<file path="src/rtl/alu_pkg.sv">
// Shared opcode constants, default widths and the command record for the ALU issue stage.
// The command record carries a tag field only when ALU_ISSUE_TAG_EN is defined.
package alu_pkg;

   localparam int DATA_W_DEF = 8;
   localparam int SEL_W_DEF  = 4;

   localparam logic [3:0] OP_ADD  = 4'h0;
   localparam logic [3:0] OP_SUB  = 4'h1;
   localparam logic [3:0] OP_DIV  = 4'h2;
   localparam logic [3:0] OP_AND  = 4'h8;
   localparam logic [3:0] OP_OR   = 4'h9;
   localparam logic [3:0] OP_XOR  = 4'hA;
   localparam logic [3:0] OP_NOTB = 4'hF;

   typedef struct packed {
`ifdef ALU_ISSUE_TAG_EN
      logic [3:0]            tag;
`endif
      logic [SEL_W_DEF-1:0]  sel;
      logic [DATA_W_DEF-1:0] a;
      logic [DATA_W_DEF-1:0] b;
   } cmd_t;

endpackage

</file>
<file path="src/rtl/alu_cmd_fifo.sv">
// Parameterised synchronous FIFO holding packed issue commands.
// Pointers carry one extra wrap bit so full and empty are distinguishable.
module alu_cmd_fifo #(
   parameter int W     = 20,
   parameter int DEPTH = 4
) (
   input  logic         clk,
   input  logic         rst_n,
   input  logic         flush,
   input  logic         push,
   input  logic         pop,
   input  logic [W-1:0] din,
   output logic         full,
   output logic         empty,
   output logic [W-1:0] head
);

   localparam int AW = $clog2(DEPTH);

   logic [W-1:0] mem [DEPTH];
   logic [AW:0]  wr_ptr;
   logic [AW:0]  rd_ptr;
   logic         do_push;
   logic         do_pop;

   assign do_push = push && !full && !flush;
   assign do_pop  = pop && !empty && !flush;

   always_ff @(posedge clk or negedge rst_n) begin
      if (!rst_n) begin
         wr_ptr <= '0;
         rd_ptr <= '0;
      end else if (flush) begin
         wr_ptr <= '0;
         rd_ptr <= '0;
      end else begin
         if (do_push) wr_ptr <= wr_ptr + (AW+1)'(1);
         if (do_pop)  rd_ptr <= rd_ptr + (AW+1)'(1);
      end
   end

   always_ff @(posedge clk) begin
      if (do_push) mem[wr_ptr[AW-1:0]] <= din;
   end

   assign empty = (wr_ptr == rd_ptr);
   assign full  = (wr_ptr[AW] != rd_ptr[AW]) && (wr_ptr[AW-1:0] == rd_ptr[AW-1:0]);
   assign head  = mem[rd_ptr[AW-1:0]];

endmodule

</file>
<file path="src/rtl/alu_issue_stage.sv">
// Command FIFO -> registered ALU operands (EX) -> captured result (RES) with valid/ready output.
// Optional ALU_ISSUE_TAG_EN adds a 4-bit tag carried alongside each command.
module alu_issue_stage
   import alu_pkg::*;
#(
   parameter int DATA_W     = DATA_W_DEF,
   parameter int SEL_W      = SEL_W_DEF,
   parameter int FIFO_DEPTH = 4
) (
   input  logic              clk,
   input  logic              rst_n,
   input  logic              flush,
   input  logic              cmd_valid,
   output logic              cmd_ready,
   input  logic [DATA_W-1:0] cmd_a,
   input  logic [DATA_W-1:0] cmd_b,
   input  logic [SEL_W-1:0]  cmd_sel,
`ifdef ALU_ISSUE_TAG_EN
   input  logic [3:0]        cmd_tag,
   output logic [3:0]        res_tag,
`endif
   output logic [DATA_W-1:0] alu_a,
   output logic [DATA_W-1:0] alu_b,
   output logic [SEL_W-1:0]  alu_sel,
   input  logic [DATA_W-1:0] alu_result,
   input  logic              alu_carryout,
   output logic              res_valid,
   input  logic              res_ready,
   output logic [DATA_W-1:0] res_data,
   output logic              res_carry,
   output logic              res_err,
   output logic              busy
);

`ifdef ALU_ISSUE_TAG_EN
   localparam int TAG_W = 4;
`else
   localparam int TAG_W = 0;
`endif
   localparam int CMD_W = TAG_W + SEL_W + 2*DATA_W;

   logic [CMD_W-1:0]  fifo_din;
   logic [CMD_W-1:0]  fifo_head;
   logic              fifo_full;
   logic              fifo_empty;
   logic              push;
   logic              pop;
   logic              ex_vld;
   logic              ex_adv;
   logic              div_zero;
   logic [DATA_W-1:0] head_a;
   logic [DATA_W-1:0] head_b;
   logic [SEL_W-1:0]  head_sel;

`ifdef ALU_ISSUE_TAG_EN
   logic [3:0] head_tag;
   logic [3:0] ex_tag;
   assign fifo_din = {cmd_tag, cmd_sel, cmd_a, cmd_b};
   assign {head_tag, head_sel, head_a, head_b} = fifo_head;
`else
   assign fifo_din = {cmd_sel, cmd_a, cmd_b};
   assign {head_sel, head_a, head_b} = fifo_head;
`endif

   // Full means no acceptance even when a pop frees a slot in the same cycle.
   assign cmd_ready = !fifo_full;
   assign push      = cmd_valid && cmd_ready;
   assign ex_adv    = ex_vld && (!res_valid || res_ready);
   assign pop       = !fifo_empty && (!ex_vld || ex_adv);
   assign div_zero  = (alu_sel == SEL_W'(OP_DIV)) && (alu_b == '0);
   assign busy      = !fifo_empty || ex_vld || res_valid;

   alu_cmd_fifo #(
      .W     (CMD_W),
      .DEPTH (FIFO_DEPTH)
   ) u_fifo (
      .clk   (clk),
      .rst_n (rst_n),
      .flush (flush),
      .push  (push),
      .pop   (pop),
      .din   (fifo_din),
      .full  (fifo_full),
      .empty (fifo_empty),
      .head  (fifo_head)
   );

   // EX stage: operands held on the ALU inputs; flush clears only the valid.
   always_ff @(posedge clk or negedge rst_n) begin
      if (!rst_n) begin
         ex_vld  <= 1'b0;
         alu_a   <= '0;
         alu_b   <= '0;
         alu_sel <= '0;
`ifdef ALU_ISSUE_TAG_EN
         ex_tag  <= '0;
`endif
      end else if (flush) begin
         ex_vld <= 1'b0;
      end else if (pop) begin
         ex_vld  <= 1'b1;
         alu_a   <= head_a;
         alu_b   <= head_b;
         alu_sel <= head_sel;
`ifdef ALU_ISSUE_TAG_EN
         ex_tag  <= head_tag;
`endif
      end else if (ex_adv) begin
         ex_vld <= 1'b0;
      end
   end

   // RES stage: capture the ALU output with carry/divide-by-zero qualification.
   always_ff @(posedge clk or negedge rst_n) begin
      if (!rst_n) begin
         res_valid <= 1'b0;
         res_data  <= '0;
         res_carry <= 1'b0;
         res_err   <= 1'b0;
`ifdef ALU_ISSUE_TAG_EN
         res_tag   <= '0;
`endif
      end else if (flush) begin
         res_valid <= 1'b0;
         res_data  <= '0;
         res_carry <= 1'b0;
         res_err   <= 1'b0;
`ifdef ALU_ISSUE_TAG_EN
         res_tag   <= '0;
`endif
      end else if (ex_adv) begin
         res_valid <= 1'b1;
         res_data  <= div_zero ? '1 : alu_result;
         res_carry <= (alu_sel == SEL_W'(OP_ADD)) ? alu_carryout : 1'b0;
         res_err   <= div_zero;
`ifdef ALU_ISSUE_TAG_EN
         res_tag   <= ex_tag;
`endif
      end else if (res_valid && res_ready) begin
         res_valid <= 1'b0;
      end
   end

endmodule

</file>
<file path="config.mk">
export PLATFORM = sky130hd
export DESIGN_NAME = alu_issue_stage
export DESIGN_NICKNAME = d
export VERILOG_FILES = /design/src/rtl/alu_pkg.sv /design/src/rtl/alu_cmd_fifo.sv /design/src/rtl/alu_issue_stage.sv
export SDC_FILE = /design/constraint.sdc
export NUM_CORES = 1
export LEC_CHECK = 0
export BUFFER_PORTS_ARGS = -buffer_cell sky130_fd_sc_hd__buf_2
export CAP_MARGIN = 20
export CORE_ASPECT_RATIO = 1.1
export CORE_MARGIN = 10
export CORE_UTILIZATION = 50
export CTS_BUF_LIST = sky130_fd_sc_hd__clkbuf_16
export CTS_CLUSTER_DIAMETER = 60
export CTS_CLUSTER_SIZE = 12
export DETAILED_ROUTE_END_ITERATION = 16
export PLACE_DENSITY = 0.71
export SYNTH_ARGS = -nofsm -noshare
export SYNTH_HDL_FRONTEND = slang
export SYNTH_SLANG_ARGS = --single-unit
</file>
<file path="constraint.sdc">
create_clock -name clk -period 3.2 [get_ports clk]
set_clock_uncertainty 0.05 [all_clocks]
set_input_delay 0.32 -clock clk [delete_from_list [all_inputs] [get_ports clk]]
set_output_delay 0.32 -clock clk [all_outputs]
set_load 0.005 [all_outputs]
</file>
# Word level (Yosys, flattened, before mapping)
# Memories as Yosys holds them, arrays and structs flattened. A register that Yosys moved wholly into a read port is not among the register bits.
# Index checks and enable logic that the tools add are counted.
# totals
reg_bits	18
ram_bits	80
n_memories	1
# op_classes
addsub	2
eq_ne	4
muxes	20
bitwise_logic	1
reduce_logical	28
# mem_list
name	depth	word_bits	read_ports	rd_ports_with_merged_regs	write_ports	line	text
u_fifo.mem	4	20	1	1	1	alu_cmd_fifo.sv:20	logic [W-1:0] mem [DEPTH];
# ops
op	n
2-to-1 mux 8 bit	3
2-to-1 mux 1 bit	13
2-to-1 mux 3 bit	4
logical AND 1 bit	10
logical NOT 8 bit	1
adder 3 x 1 -> 3 bit, second input constant	2
logical NOT 1 bit	6
nonzero test 2 bit	3
nonzero test 3 bit	2
equality test 4 x 2 -> 1 bit, second input constant	1
logical NOT 4 bit	1
logical OR 1 bit	4
equality test 3 bit	1
equality test 2 bit	1
AND reduction 2 bit	1
inequality test 1 bit	1
inverter 1 bit	1

# Logic depth before layout (Yosys ltp)
# logic_depth
word_depth	9
depth_mapped	6

# By module
# Synthesis repeated with hierarchy kept, for this count alone.
# hier_totals
cells_unflattened	269
hier_area_um2	4911.0
# modules_own_cells
mod	instances	cells_per_inst	area_each_um2	seq_area_each_um2
alu_cmd_fifo	1	173	3463.3	2552.4
alu_issue_stage	1	96	1447.6	800.8

# Worst setup path before layout
# No wires, ideal clock.
# synth_path
path_kind	reg2reg
startpoint	reg u_fifo.rd_ptr[1]
endpoint	mem u_fifo.mem[0][0] (enable)
setup_time_ns	0.378
arrival_ns	1.530
required_time_ns	2.772
slack_ns	1.241
path_stages_with_launch	4
cell_sequence	dfrtp_1 xor2_2 o311a_1 and2_1
# synth_between
elab_chain_len	8
# synth_rtl
element	line	text
from (decl)	alu_cmd_fifo.sv:22	logic [AW:0] rd_ptr;
from (signal assigned)	alu_cmd_fifo.sv:38	if (do_pop) rd_ptr <= rd_ptr + (AW+1)'(1);
equality test 2 bit (*)	alu_cmd_fifo.sv:47	assign full = (wr_ptr[AW] != rd_ptr[AW]) && (wr_ptr[AW-1:0] == rd_ptr[AW-1:0]);
logical AND 1 bit (*)	alu_cmd_fifo.sv:47	
logical NOT 1 bit (*)	alu_cmd_fifo.sv:26, alu_issue_stage.sv:66	
logical AND 1 bit	alu_issue_stage.sv:67	assign push = cmd_valid && cmd_ready;
logical AND 1 bit (*) (2 in series)	alu_cmd_fifo.sv:26	assign do_push = push && !full && !flush;
2-to-1 mux 1 bit (*)	alu_cmd_fifo.sv:43	if (do_push) mem[wr_ptr[AW-1:0]] <= din;
2-to-1 mux 1 bit (not written as such) (*)	alu_cmd_fifo.sv:43	
to (decl)	alu_cmd_fifo.sv:20	
# Mark *: on every way between the ends. The rest lies on a longest branch, timed or not.

# Final worst setup path
# layout_path
startpoint	reg u_fifo.rd_ptr[2]
endpoint	reg alu_a[5]
# layout_between
elab_chain_len	4
# layout_rtl
element	line	text
equality test 3 bit	alu_cmd_fifo.sv:46	assign empty = (wr_ptr == rd_ptr);
logical NOT 1 bit	alu_issue_stage.sv:69	assign pop = !fifo_empty && (!ex_vld || ex_adv);
logical AND 1 bit	alu_issue_stage.sv:69	
AND reduction 2 bit (no line)	--	
to (signal assigned)	alu_issue_stage.sv:92	alu_a <= '0;
to (signal assigned)	alu_issue_stage.sv:102	alu_a <= head_a;
to (decl)	alu_issue_stage.sv:22	output logic [DATA_W-1:0] alu_a,
# Every way passes these cells.
# A chain may end at the register's enable or synchronous reset.

==> metrics.yaml <==
run_status:
  status: "finished clean"
floorplan:
  fp-row-count: 37
  core-area_sq_um: 9305
  io_pins: 67
  die_x_um: 112.6
  dieArea_sq_um: 13730
  chipHeight_um: 121.9
  initial_core_util_pct: 50.71
setup_path:
  cp-start-kind: "flop"
  path_buf_inv: 1
  criticalPathCategory: "reg2reg"
  required_ps: 3440
  cp_slowest_cell: "dfrtp_1"
  slowest_delay_ps: 420
  arrival_ps: 2290
  cp_cell_sequence: "xor2_1, o31ai_4, nor2_4, buf_4, mux2_4"
  worstSetupEndpointType: "flop"
  cp_top_family: "flip-flops"
  cp_max_fo: 16
placed_design:
  port_buffers: 66
  gp_congestion: 0.7538
  dpl_worst_slack_ps: 1185
  dp.final_hpwl_mm: 5.772
  place_area_sq_um: 5187
route:
  drc: 0
  routed_wl_mm: 8.993
  vias_per_cell: 5.337
  wire_per_inst_um: 19.94
  drt_iter0_drc: 82
  vias: 2407
  antenna_left: 0
  dr.pass1.iters: 4
cells_and_area:
  n_antenna_cell: 0
  nets: 360
  area_growth_pct: 23.31
  drive_gt1_share_pct: 43.41
  n_fill_cell: 653
  design_area_sq_um: 5818
synthesis:
  ys_types: 32
  ys_warn_count: 0
  ys.flop_type: "edfxtp_1"
  synth_top_family_by_area: "multiplexers"
  synth-async-reset-ratio_pct: 32.20
  synth-edff-count: 80
  avgSynthCellArea_sq_um: 19.91
  synth.top_cell.area_share_pct: 50.91
  synth-compound-area-share_pct: 3.103
  ys_seq_area_share_pct: 71.07
  synth_mux_area_share_pct: 18.03
  synthSimpleGateAreaFrac_pct: 3.076
  syn_nets: 276
  yosys_register_bits: 118
  synth_fa_ha_area_share_pct: 1.326
  syn_area_sq_um: 4718
  synth_xor_area_share_pct: 1.803
  syn_inst: 237
  yosys.area.top_type: "edfxtp_1"
  synth_area_leaders: "edfxtp_1, dfrtp_1, mux4_2"
sta:
  finalHoldViolations: 0
  fin_ws_ps: 1152
  slew_headroom_pct: 41.24
  rsz0062_at_grt: "false"
  final_max_slew_viol_count: 0
  period_minus_slack_ps: 2048
  fin_setup_tns_ps: 0
  report.final.setup_viol: 0
  fin_crit_sh_pct: 64.01
  fmax_ghz: 0.4882
  worstMarginPinSlew_ps: 881.3
clock_tree:
  ctsHoldBuffers: 1
  cts_max_level: 4
  cts_sinks: 118
  cts_setup_buffers: 0
  tritoncts.num_buffers: 17
  clkTransAtPathRegs_ps: 50
  clkLatencyLatePin_ps: 410
  cts_buffer_depth: 2
  ctsResizeCount: 0
  cts_tree: "built"
  clockRootBuffer: "clkbuf_16"
hold_path:
  hold_class: "in2reg"
global_routing:
  grt_pass1_wl_mm: 14.42
  grt_max_degree: 39
  grt_antenna_before_repair: 0
  overflow: 0
  grt_pass1_vias: 2720
  grt_util_all_layers_pct: 13.88
run:
  maxCapViolations: 0
power:
  p_leak_uw: 0.002343
  power_density_nw_per_um2: 905.6
  irDropWorstVdd_mv: 0.4639
[metrics by stage]
stage / std cells / power, uW / utilization [%] / hold WS (ps)
finish: 451 / 5269 / 62.53 / 75.09
global route: 451 / 5511 / 62.53 / 67.94
CTS: 451 / 5340 / 62.53 / 54.03
detailed placement: 418 / 3358 / 55.75 / 438.5
global placement: 418 / 3315 / 55.75 / 431.9
floorplan: 237 / 2948 / - / -25.59
[layer usage]
metal  vias to the layer above  part of all wire [%]  global-route usage (%)
met2                        60                    52                   23.96
met4                         0                   1.6                   5.952
li1                       1093                     -                       -
met3                        13                   5.4                   5.703
met5                         -                     0                       0
met1                      1241                    41                   14.70
[synth_stat cells (3+ instances only)]
cell type / n
ha_1: 5
o21bai_1: 8
nand3_1: 3
mux2i_1: 10
dfrtp_1: 38
mux2_4: 20
edfxtp_1: 80
mux4_2: 20
inv_1: 4
nor2_1: 8
buf_2: 3
xor2_1: 4
and2_1: 4
clkbuf_1: 4
[layout by cell type, fill, tap and decap left out, types with 4 or more instances in the layout]
master	count
and2_1	4
buf_2	66
buf_4	7
bufinv_16	5
clkbuf_16	17
dfrtp_1	38
edfxtp_1	80
ha_1	5
inv_1	8
mux2_4	20
mux2i_1	10
mux4_2	20
nor2_1	8
o21bai_1	8
xor2_1	4
[cells by family after synthesis]
| family | after synthesis |
|---|---|
| XOR/XNOR | 8 |
| adder cells (fa/ha/maj) | 5 |
| multiplexers | 50 |
| AO/OA/AOI/OAI | 17 |
| flip-flops | 118 |
| AND/OR/NAND/NOR | 26 |
| buffers and inverters | 13 |
[worst reg2reg max path: stages (launching register included)]
cell and delay, ps:
dfrtp_1 420, xor2_1 390, o31ai_4 160, nor2_4 200, buf_4 370, mux2_4 350
[flip-flops by register name, summed over array words and instances, names as in the netlist]
signal and count:
u_fifo.mem 80, alu_a 8, res_valid 1, alu_sel 4, u_fifo.rd_ptr 3, ex_vld 1, alu_b 8, res_data 8
u_fifo.wr_ptr 3, res_carry 1, res_err 1
[final timing paths]
path,cells after the start,end,slack [ps],startpoint
max,5,alu_a[5],1150,u_fifo.rd_ptr[2]
min,1,u_fifo.mem[0][13],80,cmd_a[5]
max reg2reg,5,alu_a[5],1150,u_fifo.rd_ptr[2]
min reg2reg,1,res_err,450,res_err
max in group asynchronous,2,res_data[5],2020,rst_n
min in group asynchronous,2,res_data[1],520,rst_n
[report_power, final]
| group | leakage [uW] | total [uW] | internal [uW] | switching, uW |
|---|---|---|---|---|
| Sequential | 0.00120 | 2030 | 1860 | 166 |
| Clock | 0.000316 | 1970 | 1360 | 611 |
| Combinational | 0.000821 | 1280 | 716 | 560 |
| Total | 0.00234 | 5270 | 3930 | 1340 |
[layout make-up]
class | count | area, sq um | share of cell area [%]
Tap cell | 117 | 146.4 | 2.516
Multi-Input combinational cell | 106 | 1290 | 22.17
Timing Repair Buffer | 74 | 392.9 | 6.753
Clock buffer | 17 | 425.4 | 7.312
Sequential cell | 118 | 3353 | 57.63
Inverter | 4 | 15.01 | 0.2581
Clock inverter | 15 | 195.2 | 3.355
Power figures use the tool's default switching activity.
